$ cat config.mk
export PLATFORM = sky130hd
export DESIGN_NAME = shift_sequencer
export DESIGN_NICKNAME = d
export VERILOG_FILES = /design/src/rtl/shift_sequencer.sv
export SDC_FILE = /design/constraint.sdc
export NUM_CORES = 1
export LEC_CHECK = 0
export BUFFER_PORTS_ARGS = -buffer_cell sky130_fd_sc_hd__buf_2
export CELL_PAD_IN_SITES_DETAIL_PLACEMENT = 2
export CELL_PAD_IN_SITES_GLOBAL_PLACEMENT = 2
export CORE_ASPECT_RATIO = 1.1
export CORE_UTILIZATION = 36
export CTS_BUF_LIST = sky130_fd_sc_hd__clkbuf_16
export DETAILED_ROUTE_END_ITERATION = 10
export MAX_ROUTING_LAYER = met4
export PLACE_DENSITY_LB_ADDON = 0.08
export SLEW_MARGIN = 0
export SYNTH_ARGS = -nofsm -noshare
export SYNTH_HDL_FRONTEND = slang
export SYNTH_SLANG_ARGS = --single-unit
export TNS_END_PERCENT = 30
$ cat constraint.sdc
create_clock -name clk -period 2.32 [get_ports clk]
set_input_delay 0.116 -clock clk [delete_from_list [all_inputs] [get_ports clk]]
set_output_delay 0.116 -clock clk [all_outputs]
set_load 0.01 [all_outputs]
$ cat src/rtl/shift_sequencer.sv
// Multi-cycle SLL/SRL/SRA/ROTR unit: one 1-bit shift per clock, start/ready
// handshake in, registered result with a one-cycle done pulse out.
module shift_sequencer #(
  parameter int WIDTH   = 32,
  parameter int SHAMT_W = 5
) (
  input  logic               clk,
  input  logic               rst_n,
  input  logic               start,
  input  logic [1:0]         op,
  input  logic [SHAMT_W-1:0] shamt,
  input  logic [WIDTH-1:0]   in,
  input  logic               cancel,
  output logic               ready,
  output logic               busy,
  output logic               done,
  output logic [WIDTH-1:0]   out
);

  localparam logic [1:0] OP_SLL  = 2'b00;
  localparam logic [1:0] OP_SRL  = 2'b01;
  localparam logic [1:0] OP_SRA  = 2'b10;
  localparam logic [1:0] OP_ROTR = 2'b11;

  // One extra bit so the counter can hold WIDTH itself when it equals 2**SHAMT_W.
  localparam int               CNT_W   = SHAMT_W + 1;
  localparam logic [CNT_W-1:0] WIDTH_C = CNT_W'(WIDTH);

  typedef enum logic [1:0] {
    IDLE  = 2'b00,
    SHIFT = 2'b01,
    DONE  = 2'b10
  } state_t;

  state_t             state, state_next;
  logic [WIDTH-1:0]   work_q;
  logic [1:0]         op_q;
  logic [CNT_W-1:0]   cnt_q;
  logic [WIDTH-1:0]   out_q;
  logic [CNT_W-1:0]   shamt_ext;
  logic [CNT_W-1:0]   eff_amt;
  logic [WIDTH-1:0]   work_step;

  function automatic logic [WIDTH-1:0] shift1(input logic [WIDTH-1:0] v,
                                              input logic [1:0]       sel);
    logic signed [WIDTH-1:0] sv;
    sv = v;
    case (sel)
      OP_SLL:  return {v[WIDTH-2:0], 1'b0};
      OP_SRL:  return {1'b0, v[WIDTH-1:1]};
      OP_SRA:  return sv >>> 1;
      default: return {v[0], v[WIDTH-1:1]};
    endcase
  endfunction

  // Oversized amounts saturate for the shifts (WIDTH steps already yield the
  // saturated value) and wrap for the rotate.
  always_comb begin
    shamt_ext = {1'b0, shamt};
    eff_amt   = shamt_ext;
    if (op == OP_ROTR) begin
      eff_amt = shamt_ext % WIDTH_C;
    end else if (shamt_ext > WIDTH_C) begin
      eff_amt = WIDTH_C;
    end
  end

  assign work_step = shift1(work_q, op_q);

  always_comb begin
    state_next = state;
    case (state)
      IDLE: begin
        if (start) begin
          state_next = (eff_amt == '0) ? DONE : SHIFT;
        end
      end
      SHIFT: begin
        if (cancel) begin
          state_next = IDLE;
        end else if (cnt_q == CNT_W'(1)) begin
          state_next = DONE;
        end
      end
      DONE:    state_next = IDLE;
      default: state_next = IDLE;
    endcase
  end

  always_ff @(posedge clk or negedge rst_n) begin
    if (!rst_n) begin
      state <= IDLE;
    end else begin
      state <= state_next;
    end
  end

  always_ff @(posedge clk or negedge rst_n) begin
    if (!rst_n) begin
      work_q <= '0;
      op_q   <= OP_SLL;
      cnt_q  <= '0;
      out_q  <= '0;
    end else begin
      case (state)
        IDLE: begin
          if (start) begin
            work_q <= in;
            op_q   <= op;
            cnt_q  <= eff_amt;
            if (eff_amt == '0) begin
              out_q <= in;
            end
          end
        end
        SHIFT: begin
          if (!cancel) begin
            work_q <= work_step;
            cnt_q  <= cnt_q - CNT_W'(1);
            if (cnt_q == CNT_W'(1)) begin
              out_q <= work_step;
            end
          end
        end
        default: ;
      endcase
    end
  end

  assign ready = (state == IDLE);
  assign busy  = (state != IDLE);
  assign done  = (state == DONE);
  assign out   = out_q;

endmodule

==> impl_metrics.yaml, run 1 <==
run_status:
  status: "finished, final reports clean"
logic_synthesis:
  synth_flop_cell: "dfrtp_1"
  syn_area_per_cell_sq_um: 12.1
  synth_cell_type_count: 33
  synth_most_common_cell: "dfrtp_1"
  netlist_area_sq_um: 3780
  synth-compound-area-share_pct: 8.17
  synth_edf_count: 0
  yosys.area.top_type: "dfrtp_1"
  async_reset_ff_share_pct: 100
  ys_seq_area_share_pct: 48.9
  synthMuxAreaShare_pct: 30.2
  ys_top_cells_by_count: "74 x dfrtp_1, 42 x o21ai_0, 35 x nand2_1"
  ys_ff_latch: 74
  synthAdderAreaFrac_pct: 0.661
  yosys_warnings: 0
  synth_top_family_by_area: "multiplexers"
  syn_inst: 312
  synthTopCellsByArea: "dfrtp_1 49%, mux2_4 11%, mux2_2 9.2%"
  synth_top_area_share_pct: 48.9
  synth_nets: 357
  synth_xor_xnor_area_share_pct: 0
  synthSimpleGateAreaFrac_pct: 7.77
timing:
  hold_ws_ns: 0.0202
  finalSetupViolations: 0
  rsz0062_at_grt: "no"
  timing.final.crit_share_pct: 90.9
  slew_headroom_pct: 34.6
  finClkSkew_ns: 0.00527
  hold_viol: 0
  final.setup.tns_ns: 0
  worst_slew_pin_slew_ns: 0.981
  maxSlewViolCount: 0
  fin_crit_ns: 2.11
  fmaxAchievable_mhz: 474
global_routing:
  grt_max_degree: 75
  grt_pass1_wl_um: 15500
  grt_overflow: 0
  grt_pass1_vias: 2973
  grt_use_total_pct: 19.4
  antenna_found_initial: 0
power:
  p_int_w: 0.00407
  swShare_pct: 36.6
  p_leak_nw: 2.16
  p_sw_w: 0.00235
  p_per_area_nw_per_um2: 1400
  seq_power_share_pct: 37.5
  clockPowerShare_pct: 18.9
  peakVddDrop_mv: 0.599
  pwr-share-comb_pct: 43.6
route:
  wl_um: 9470
  drtIter0Drc: 57
  wl_met2_um: 4790
  wire_per_inst_um: 17.7
  topRoutingLayerUsed: "met4"
  post_drt_via_cell_ratio: 5.01
  drc: 0
  wirelength_met1_um: 4300
  drtAntennaViolNets: 0
  wl_met3_um: 237
  vias: 2678
  drtPass1Iterations: 4
floorplanning:
  core_area_sq_um: 10000
  fp.dieH_um: 110
  dieArea_sq_um: 10900
  rows: 38
  io_pins: 78
  start_util_pct: 37.7
  die_w_um: 99.8
cells_and_area:
  fin_util_pct: 45.7
  area_growth_pct: 21.2
  final_area_sq_um: 4590
  nets: 435
  drive_gt1_share_pct: 41.6
  fin_cells: 534
  antenna_cells: 0
worst_setup_path:
  arrival_ns: 2.32
  worstSetupPathType: "flop to flop"
  cpPeakStageDelay_ns: 0.43
  cp.required_ns: 2.53
  slowest_stage: "or3_4"
  start_kind: "flop"
  worstPathMaxFanout: 32
  worstPathCellList: "or3_4 -> nor3b_4 -> a32o_4 -> buf_12 -> mux2_2"
  crit_path_end_kind: "flop"
placement:
  place_hpwl_um: 6250
  dp_cells: 518
  place.gp.congestion: 0.744
  place_area_sq_um: 4330
  numPortBuffers: 77
cts:
  cts_root_buf: "clkbuf_16"
  numCtsBuffers: 9
  postCtsSetupRepairBufs: 0
  cts_max_level: 3
  tritoncts: "built"
  clk_pin_slew_ns: 0.06
  cts.sinks: 74
  clk_latency_ns: 0.33
  clockBufferDepth: 2
hold_path:
  holdCritPathClass: "primary input to flop"
run:
  maxCapViolations: 0
-- flip-flops by register name, indices dropped and copies added (netlist names) --
register and flops:
op_q 2, work_q 32, state 2, cnt_q 6, out 32
-- per-layer routing --
| metal | global-route usage, % | vias to the layer above |
|---|---|---|
| li1 | - | 1259 |
| met1 | 23.2 | 1360 |
| met2 | 33.3 | 50 |
| met3 | 2.29 | 9 |
| met4 | 7.88 | 0 |
| met5 | - | - |
-- cell type report --
class	count	area [sq um]
fill	1041	5440
multi-input combinational	214	1780
sequential	74	1850
inverter	5	18.8
timing repair buffer	86	508
tap	140	175
clock buffer	9	225
clock inverter	6	26.3
-- timing repair --
| action | CTS | global route |
|---|---|---|
| hold endpoints to repair | 74 | 0 |
| resized for setup | 0 | 0 |
| hold buffers | 1 | 0 |
-- placed cells by master (no fill, tap or decap), drive strengths merged --
| master | count |
|---|---|
| a21o | 1 |
| a21oi | 4 |
| a22oi | 2 |
| a2bb2oi | 2 |
| a32o | 1 |
| and2 | 1 |
| buf | 85 |
| clkbuf | 9 |
| clkinv | 5 |
| dfrtp | 74 |
| dlygate4sd3 | 1 |
| ha | 2 |
| inv | 6 |
| mux2 | 62 |
| mux2i | 34 |
| nand2 | 35 |
| nand2b | 3 |
| nand3 | 1 |
| nand3b | 2 |
| nor2 | 10 |
| nor2b | 2 |
| nor3 | 2 |
| nor3b | 1 |
| o211ai | 1 |
| o21ai | 42 |
| o22a | 1 |
| or2 | 1 |
| or3 | 4 |
-- power by group through the flow --
stage	clock [W]	sequential, W	combinational (W)
global placement	0	0.00239	0.00270
CTS	0.00125	0.00242	0.00287
finish	0.00121	0.00241	0.00280
global route	0.00129	0.00250	0.00309
floorplan	0	0.00238	0.00190
detailed placement	0	0.00242	0.00282
-- critical path: cells and delay by family, from the launching register on --
kind | cells | cell delay [ns]
flops | 1 | 0.42
compound gates | 1 | 0.25
simple gates | 2 | 0.68
buf+inv | 1 | 0.26
mux | 1 | 0.38
-- worst paths after layout --
kind                               start         end  slack (ns)  cells past startpoint
min in group asynchronous          rst_n     out[27]        0.47                      2
max in group asynchronous          rst_n  work_q[30]        1.19                      2
worst max-delay path            cnt_q[2]      out[1]        0.21                      5
worst min-delay path               op[0]     op_q[0]        0.02                      2
worst max register to register  cnt_q[2]      out[1]        0.21                      5
worst min register to register   out[18]     out[18]        0.51                      1
-- cells by family after synthesis --
logic type / Yosys count
AOI/OAI and AO/OA: 54
muxes: 96
adders and majority gates: 2
and+or+nand+nor: 62
DFF: 74
buffers and inverters: 24
-- stage by stage --
stage                     power, W  setup WS [ns]
after CTS                  0.00654          0.189
after global placement     0.00509          0.291
after global routing       0.00688          0.123
final                      0.00642          0.212
after detailed placement   0.00524          0.231
after floorplan            0.00428          0.451
Note: power is estimated with default switching activity, not from simulation.
==> inputs of run 2 (changes only) <==
Settings changed: HOLD_SLACK_MARGIN from default to 0.1.
==> impl_metrics.yaml, run 2 (synthesis gave the netlist of run 1 again) <==
run_status:
  status: "finished, final reports clean"
route:
  post_drt_via_cell_ratio: 5.01
  drc: 0
  drtAntennaViolNets: 0
  drtIter0Drc: 58
  vias: 2705
  wire_per_inst_um: 17.7
  drtPass1Iterations: 4
  wl_um: 9540
floorplanning:
  fp.dieH_um: 110
  die_w_um: 99.8
  rows: 38
  start_util_pct: 37.7
  dieArea_sq_um: 10900
  core_area_sq_um: 10000
  io_pins: 78
timing:
  hold_ws_ns: 0.124
  slew_headroom_pct: 34.7
  rsz0062_at_grt: "no"
  timing.final.crit_share_pct: 90.9
  finClkSkew_ns: 0.00516
  worst_slew_pin_slew_ns: 0.979
  finalSetupViolations: 0
  hold_viol: 0
  fin_crit_ns: 2.11
  final.setup.tns_ns: 0
  fmaxAchievable_mhz: 474
  maxSlewViolCount: 0
worst_setup_path:
  r2r_cells: 5
  worstPathCellList: "or3_4 -> nor3b_4 -> a32o_4 -> buf_12 -> mux2_2"
  crit_buf_inv: 1
  arrival_ns: 2.32
  r2r-end: "out[1]"
  worstPathMaxFanout: 32
  cp.required_ns: 2.53
  crit_family: "simple AND/OR/NAND/NOR gates"
  worstReg2RegStart: "cnt_q[2]"
  cp.depth: 5
  start_kind: "flop"
  crit_path_end_kind: "flop"
  endpoint: "out[1]"
  slowest_stage: "or3_4"
  worstSetupStartpoint: "cnt_q[2]"
  cpPeakStageDelay_ns: 0.43
  worstSetupPathType: "flop to flop"
  rrSetupSlack_ns: 0.21
cells_and_area:
  antenna_cells: 0
  drive_gt1_share_pct: 41.0
  final_common_cell: "buf_2"
  nets: 441
  area_growth_pct: 22.8
  final_cell_mix: "76 x buf_2, 74 x dfrtp_1, 42 x o21ai_0, 35 x nand2_1, 34 x mux2i_1"
  fin_util_pct: 46.3
placement:
  place_hpwl_um: 6250
  place.gp.congestion: 0.744
  numPortBuffers: 77
power:
  p_per_area_nw_per_um2: 1380
  p_sw_w: 0.00235
  swShare_pct: 36.5
  clockPowerShare_pct: 18.8
  p_int_w: 0.00408
  peakVddDrop_mv: 0.598
  p_leak_nw: 2.19
  pwr-share-comb_pct: 43.7
  seq_power_share_pct: 37.5
global_routing:
  grt_use_total_pct: 19.5
  globalRouteMet1Util_pct: 23.2
  grtUsageMet2_pct: 33.8
  grt_pass1_wl_um: 15700
  antenna_found_initial: 0
  grt_max_degree: 75
  grt_overflow: 0
  busiest_layer: "met2"
  grt_pass1_vias: 2999
  gr-usage-met3_pct: 2.29
cts:
  postCtsSetupRepairBufs: 0
  cts.sinks: 74
  clockBufferDepth: 2
  clk_latency_ns: 0.33
  cts_resized: 0
  cts_root_buf: "clkbuf_16"
  clk_pin_slew_ns: 0.06
  numCtsBuffers: 9
  tritoncts: "built"
  cts_max_level: 3
run:
  maxCapViolations: 0
hold_path:
  holdCritPathClass: "primary input to flop"
  min_delay_path_depth: 3
run 2: final cells by class:
type                       count  area, sq um
inverter                       5         18.8
multi-input combinational    214         1780
clock inverter                 6         26.3
fill                        1043         5380
sequential                    74         1850
timing repair buffer          92          568
clock buffer                   9          225
tap                          140          175
run 2: worst min path at each step:
stage                        start  slack (ns)        to
after detailed placement     rst_n        0.34   out[27]
after global placement       rst_n        0.34   out[27]
after CTS                 shamt[2]        0.11  cnt_q[2]
after global routing      shamt[2]        0.14  cnt_q[2]
final                     shamt[2]        0.12  cnt_q[2]
after floorplan              rst_n       -0.18  cnt_q[0]
run 2: metal layers:
layer  vias up  part of all wire (%)
li1       1273                     -
met1      1370                    45
met2        53                    51
met3         9                   2.5
met4         0                   1.4
met5         -                     0
run 2: power groups by stage:
| stage | registers (W) | logic (W) | clock network (W) |
|---|---|---|---|
| after detailed placement | 0.00242 | 0.00282 | 0 |
| final | 0.00241 | 0.00281 | 0.00121 |
| after global placement | 0.00239 | 0.00270 | 0 |
| after global routing | 0.00250 | 0.00310 | 0.00129 |
| after CTS | 0.00242 | 0.00288 | 0.00125 |
| after floorplan | 0.00238 | 0.00190 | 0 |
run 2: worst min-delay path: stages:
cell,delay [ns]
buf_2,0.09
a2bb2oi_1,0.05
o21ai_0,0.15
run 2: stage by stage:
step | worst slack, ns | cells | instance area, sq um | power [W]
final | 0.211 | 540 | 4650 | 0.00643
after global routing | 0.124 | 540 | 4650 | 0.00689
after CTS | 0.189 | 540 | 4650 | 0.00654
after detailed placement | 0.231 | 518 | 4330 | 0.00524
after global placement | 0.291 | 518 | 4330 | 0.00509
after floorplan | 0.451 | 312 | 3780 | 0.00428
run 2: repair_timing:
item / CTS / global route
endpoints found under the hold margin: 79 / 0
setup endpoints to repair: 0 / 0
hold buffers: 7 / 0
